`src/rtl/mask_gen_pkg.sv`:
```
// Shared types, constants and the LFSR step function for the row-mask generator.
package mask_gen_pkg;

   typedef enum logic [1:0] {
      SLIDE_R = 2'b00,
      SLIDE_L = 2'b01,
      RANDOM  = 2'b10,
      REPEAT  = 2'b11
   } mask_type_e;

   typedef enum logic {
      IDLE = 1'b0,
      GEN  = 1'b1
   } state_e;

   localparam int unsigned LFSR_W      = 32;
   localparam logic [31:0] LFSR_POLY   = 32'h8020_0003;

   localparam int unsigned DEF_H_RES   = 640;
   localparam int unsigned DEF_V_RES   = 480;
   localparam int unsigned DEF_PAT_MAX = 32;
   localparam int unsigned DEF_RP_W    = 8;

   // One Galois step: shift toward bit 0, fold the polynomial in when a one drops out.
   function automatic logic [31:0] lfsr_next(input logic [31:0] s);
      return (s >> 1) ^ (s[0] ? LFSR_POLY : 32'h0);
   endfunction

endpackage

```
`src/rtl/mask_lfsr.sv`:
```
// 32-bit Galois LFSR: loadable seed, advances one step when step is high.
module mask_lfsr
   import mask_gen_pkg::*;
(
   input  logic                clk,
   input  logic                rst_n,
   input  logic [LFSR_W-1:0]   seed,
   input  logic                load,
   input  logic                step,
   output logic [LFSR_W-1:0]   state
);

   always_ff @(posedge clk or negedge rst_n) begin
      if (!rst_n) begin
         state <= '0;
      end else if (load) begin
         state <= seed;
      end else if (step) begin
         state <= lfsr_next(state);
      end
   end

endmodule

```
`src/rtl/mask_generation_param.sv`:
```
// Frame row-mask generator: sliding, LFSR-random or tiled rows with valid/ready handshake.
module mask_generation_param
   import mask_gen_pkg::*;
#(
   parameter int unsigned H_RES   = DEF_H_RES,
   parameter int unsigned V_RES   = DEF_V_RES,
   parameter int unsigned PAT_MAX = DEF_PAT_MAX,
   parameter int unsigned RP_W    = DEF_RP_W
) (
   input  logic                                    clk,
   input  logic                                    rst_n,
   input  logic                                    clk_en,
   input  logic [1:0]                              mask_type,
   input  logic [((PAT_MAX > 1) ? $clog2(PAT_MAX) : 1)-1:0] pattern_w,
   input  logic                                    pattern,
   input  logic                                    load_pattern,
   input  logic [RP_W-1:0]                         rep_pattern,
   input  logic                                    start,
   input  logic                                    mask_ready,
   output logic [0:H_RES-1]                        mask_out,
   output logic                                    mask_valid,
   output logic                                    row_last,
   output logic                                    busy
);

   localparam int unsigned PW_W  = (PAT_MAX > 1) ? $clog2(PAT_MAX) : 1;
   localparam int unsigned ROW_W = (V_RES > 1) ? $clog2(V_RES) : 1;

   state_e                 state, state_d;
   mask_type_e             mode_q;
   logic [0:PAT_MAX-1]     pat_reg;
   logic [0:PAT_MAX-1]     pat_shift;
   logic [PW_W-1:0]        shamt;
   logic [ROW_W-1:0]       row_cnt;
   logic [LFSR_W-1:0]      seed_raw, seed, lfsr_state, lfsr_adv;
   logic [0:H_RES-1]       slide_first, rot_r, rot_l, rep_tile, seed_tile, adv_tile;
   logic [0:H_RES-1]       mask_d;
   logic                   start_go, xfer, done, pat_load;

   // Seed is the last 32 loaded bits (most recent = bit 0); a zero seed would lock up.
   for (genvar k = 0; k < LFSR_W; k++) begin : g_seed
      if (k < PAT_MAX) begin : g_in
         assign seed_raw[k] = pat_reg[PAT_MAX-1-k];
      end else begin : g_pad
         assign seed_raw[k] = 1'b0;
      end
   end
   assign seed = (seed_raw == '0) ? 32'h1 : seed_raw;

   // Bring the newest L pattern bits up to index 0, zeros behind them.
   assign shamt     = PW_W'(PAT_MAX - 1) - pattern_w;
   assign pat_shift = pat_reg << shamt;
   assign lfsr_adv  = lfsr_next(lfsr_state);

   for (genvar i = 0; i < H_RES; i++) begin : g_bit
      assign rep_tile[i]  = rep_pattern[RP_W-1-(i % RP_W)];
      assign seed_tile[i] = seed[i % LFSR_W];
      assign adv_tile[i]  = lfsr_adv[i % LFSR_W];
      assign rot_r[i]     = mask_out[(i + H_RES - 1) % H_RES];
      assign rot_l[i]     = mask_out[(i + 1) % H_RES];
      if (i < PAT_MAX) begin : g_pat
         assign slide_first[i] = pat_shift[i];
      end else begin : g_zero
         assign slide_first[i] = 1'b0;
      end
   end

   mask_lfsr u_lfsr (
      .clk   (clk),
      .rst_n (rst_n),
      .seed  (seed),
      .load  (start_go),
      .step  (xfer && (mode_q == RANDOM)),
      .state (lfsr_state)
   );

   // State register
   always_ff @(posedge clk or negedge rst_n) begin
      if (!rst_n) state <= IDLE;
      else        state <= state_d;
   end

   // Next state and control strobes
   always_comb begin
      state_d  = state;
      start_go = 1'b0;
      xfer     = 1'b0;
      done     = 1'b0;
      pat_load = 1'b0;
      if (clk_en) begin
         case (state)
            IDLE: begin
               if (load_pattern) begin
                  pat_load = 1'b1;
               end else if (start) begin
                  start_go = 1'b1;
                  state_d  = GEN;
               end
            end
            GEN: begin
               if (mask_valid && mask_ready) begin
                  xfer = 1'b1;
                  if (row_last) begin
                     done    = 1'b1;
                     state_d = IDLE;
                  end
               end
            end
            default: state_d = IDLE;
         endcase
      end
   end

   // Next row selection
   always_comb begin
      mask_d = mask_out;
      if (start_go) begin
         case (mask_type_e'(mask_type))
            RANDOM:  mask_d = seed_tile;
            REPEAT:  mask_d = rep_tile;
            default: mask_d = slide_first;
         endcase
      end else if (xfer) begin
         case (mode_q)
            SLIDE_R: mask_d = rot_r;
            SLIDE_L: mask_d = rot_l;
            RANDOM:  mask_d = adv_tile;
            default: mask_d = mask_out;
         endcase
      end
   end

   // Datapath and registered outputs
   always_ff @(posedge clk or negedge rst_n) begin
      if (!rst_n) begin
         pat_reg    <= '0;
         mode_q     <= SLIDE_R;
         row_cnt    <= '0;
         mask_out   <= '0;
         mask_valid <= 1'b0;
         busy       <= 1'b0;
         row_last   <= 1'b0;
      end else begin
         mask_out <= mask_d;
         if (pat_load) begin
            pat_reg <= {pat_reg[1:PAT_MAX-1], pattern};
         end
         if (start_go) begin
            mode_q     <= mask_type_e'(mask_type);
            row_cnt    <= '0;
            mask_valid <= 1'b1;
            busy       <= 1'b1;
            row_last   <= (V_RES == 1);
         end else if (done) begin
            row_cnt    <= '0;
            mask_valid <= 1'b0;
            busy       <= 1'b0;
            row_last   <= 1'b0;
         end else if (xfer) begin
            row_cnt  <= row_cnt + ROW_W'(1);
            row_last <= ((row_cnt + ROW_W'(1)) == ROW_W'(V_RES - 1));
         end
      end
   end

endmodule
```
`config.mk`:
```
export PLATFORM = sky130hd
export DESIGN_NAME = mask_generation_param
export DESIGN_NICKNAME = d
export VERILOG_FILES = /design/src/rtl/mask_gen_pkg.sv /design/src/rtl/mask_lfsr.sv /design/src/rtl/mask_generation_param.sv
export SDC_FILE = /design/constraint.sdc
export NUM_CORES = 2
export LEC_CHECK = 0
export ABC_AREA = 0
export CORE_MARGIN = 2
export CORE_UTILIZATION = 45
export DETAILED_ROUTE_END_ITERATION = 10
export PLACE_DENSITY = 0.75
export SLEW_MARGIN = 20
export SYNTH_ARGS = -nofsm -noshare
export SYNTH_HDL_FRONTEND = slang
export SYNTH_HIERARCHICAL = 1
export SYNTH_SLANG_ARGS = --single-unit
```
`constraint.sdc`:
```
create_clock -name clk -period 2.2 [get_ports clk]
set_input_delay 0.33 -clock clk [delete_from_list [all_inputs] [get_ports clk]]
set_output_delay 0.33 -clock clk [all_outputs]
set_load 0.01 [all_outputs]
```
==> flow_summary.yaml <==
outcome:
  run_status: "finished with violations"
  failed_checks: "negative setup slack"
detailed_routing:
  drt-wirelength-per-cell_microns: 28.72
  antenna_left: 0
  drt_iter0_markers: 6445
  wl_met3_microns: 19310
  routed.top_layer: "met5"
  drc: 0
  routed_via_density: 6.577
  routed_wl_microns: 179300
  firstDrtPassIters: 6
  met1_length_microns: 68440
  num_vias: 41060
  wl_met2_microns: 78220
logic_synthesis:
  synth_ff_type: "dfrtp_1"
  synthDistinctLibCells: 67
  synthMuxAreaShare: 0.04571
  yosys.area_share.simple: 0.09314
  syn_nets: 4400
  synth_compound_area_frac: 0.3386
  synthXorXnorAreaFrac: 0.001583
  avgSynthCellArea_sq_um: 8.857
  synth_cells: 4373
  synth_top_family_by_area: "compound AO/OA/AOI/OAI gates"
  ys_seq_area_frac: 0.4639
  async_reset_ff_frac: 1.000
  synth_adder_area_share: 0.001615
  yosys_warnings: 6
  synth_edf_count: 0
  synth_seq_cells: 718
  synth_area_sq_um: 38730
clocking:
  clockBufferDepth: 3
  htreeDepth: 3
  clock-sinks: 718
  cts_tree: "done"
  numCtsBuffers: 82
  clk_pin_slew_ns: 0.06
  cts_root_buf: "clkbuf_16"
  insertion_delay_ns: 0.64
floorplan:
  die_w_microns: 297.4
  fp-row-count: 107
  ioPinCount: 665
  initial_core_util: 0.4541
  core_area_sq_um: 85280
  die-area_sq_um: 88430
  dieHeight_microns: 297.4
critical_path:
  worstSetupStartpointType: "register"
  arrival_ns: 1.88
  critPathTopFamily: "buffers and inverters"
  worstPathCellList: "clkdlybuf4s50_1"
  path_class: "register to primary output"
  critPathRequiredTime_ns: 1.87
  endpoint_kind: "primary output"
  path_max_fanout: 4
  cpPeakStageDelay_ns: 0.64
  critPathBufInv: 1
  cpMaxStageDelayCell: "clkdlybuf4s50_1"
sta:
  rsz0062_at_grt: "true"
  tightest_slew_ns: 0.6922
  slew_viol_final: 0
  tns_ns: -0.01144
  fin_crit_ns: 2.209
  skew_ns: 0.02892
  hold_viol_final: 0
  finalCritPeriodShare: 1.004
  setup_viol: 2
  fmax_mhz: 452.6
  slew_headroom: 0.5336
  fin_ws_ns: -0.009474
power_and_ir_drop:
  vdd_drop_max_mv: 1.404
  power_mw: 102.9
  p_per_area_nw_per_um2: 1941
  p_leak_nw: 21.03
placed_design:
  place.port_buffers: 664
  place_congestion: 1.026
  dp_worst_setup_slack_ns: -0.2859
  placed_area_sq_um: 49920
  dp_hpwl_microns: 126500
global_route:
  antenna_found_initial: 7
  grt_max_degree: 160
  track_usage: 0.3899
  grt_pass1_wl_microns: 262400
  grt_pass1_vias: 38430
  overflow: 0
layout:
  final_layout_size_suffix_gt1_frac: 0.1316
  largest_register_ffs: 640
  final_util: 0.6214
  fill_cells: 7026
  layout.nets: 5053
  final_cell_area_sq_um: 52990
  syn_to_final_growth_pct: 36.82
flow_run:
  maxCapViolCount: 0
worst_hold_path:
  holdCritPathClass: "primary input to async pin"
## path summary, 6_finish.rpt
| path | from | end | slack, ns | depth (start not counted) |
|---|---|---|---|---|
| hold reg to reg | row_cnt[8] | row_cnt[8] | 0.51 | 1 |
| setup reg to reg | mode_q[1] | mask_out[123] | 0.01 | 7 |
| min in group clk | pattern | pat_reg[31] | 0.33 | 2 |
| max in group asynchronous | rst_n | mask_out[231] | 1.10 | 3 |
| hold / removal | rst_n | mask_out[629] | 0.15 | 2 |
| setup / recovery | mask_out[82] | mask_out[82] | -0.009 | 1 |
## Yosys cell counts, types with 18 or more instances
library cell / n / share of area
o21ai_1: 34 / 0.0044
a21boi_0: 29 / 0.0056
or3_1: 20 / 0.0032
buf_2: 112 / 0.014
o22a_1: 571 / 0.13
o21ai_0: 673 / 0.087
mux2i_1: 61 / 0.016
nand2_1: 692 / 0.067
clkbuf_1: 358 / 0.035
mux4_2: 20 / 0.012
mux2_2: 39 / 0.011
nor2b_1: 18 / 0.0029
o21a_1: 25 / 0.0048
dfrtp_1: 718 / 0.46
nor2_1: 92 / 0.0089
inv_1: 18 / 0.0017
a21oi_1: 695 / 0.090
## per-stage QoR
| stage | std cells | hold WS (ns) |
|---|---|---|
| 2_1_floorplan | 4373 | 0.03441 |
| 3_3_place_gp | 6081 | 0.2121 |
| 3_5_place_dp | 6081 | 0.2125 |
| 4_1_cts | 6234 | 0.1284 |
| 5_1_grt | 6239 | 0.1536 |
| 6_report | 6242 | 0.1474 |
## cells by family (layout without fill, tap and decap cells)
| family | after synthesis | count (layout) |
|---|---|---|
| buffers and inverters | 511 | 1230 |
| muxes | 131 | 131 |
| DFF | 718 | 718 |
| xor gates and xnor gates | 7 | 7 |
| AOI/OAI and AO/OA | 2110 | 2110 |
| other | 0 | 6 |
| adders and majority gates | 5 | 5 |
| and+or+nand+nor | 891 | 891 |
## layout by cell type, fill, tap and decap left out, types with 14 or more instances in the layout
cell type	n
mux2i_1	61
a21boi_4	28
or3_1	20
inv_1	16
dfrtp_1	717
mux2_2	39
buf_4	251
nand3_1	14
clkbuf_16	86
nand2_1	692
clkbuf_8	25
o21ai_1	31
mux4_2	20
a21oi_1	684
buf_12	132
nor2_1	87
o21a_1	25
clkbuf_1	22
o22a_1	571
nor2b_1	18
o21ai_0	668
clkdlybuf4s50_1	661
## timing repair
item	in CTS	in global routing
buffers inserted	2	1
hold buffers	1	0
cloned	0	1
pin swaps	0	1
setup endpoints to repair	221	440
hold endpoints to repair	287	0
gates resized for setup	8	17
## routing by layer
layer  vias up  GRT usage
met5         -          0
met4         4     0.2453
met3       672    0.09706
met2      2946     0.5743
met1     20160     0.5146
li1      17280          -
## where the power goes
part | switching, mW | internal [mW]
clock network | 5.94 | 8.90
registers | 9.91 | 19.5
logic | 30.7 | 28.0
## final cells by class
type	count	area [sq um]	area share
multi-input cells	3144	19240	0.3632
clock buffers	132	2554	0.04819
clock inverters	18	335.3	0.006328
repair buffers	1060	11360	0.2144
flip-flops and latches	718	17970	0.3391
inverters	20	77.57	0.001464
well taps	1144	1431	0.02701
diodes	6	15.01	0.0002833
## worst reg2reg max path: cells and delay by family, from the launching register on
family	cells	cell delay, ns
buffers and inverters	3	0.60
adders and majority gates	1	0.40
AOI/OAI and AO/OA	3	0.69
DFF	1	0.40
(Power assumes the default switching activity.)
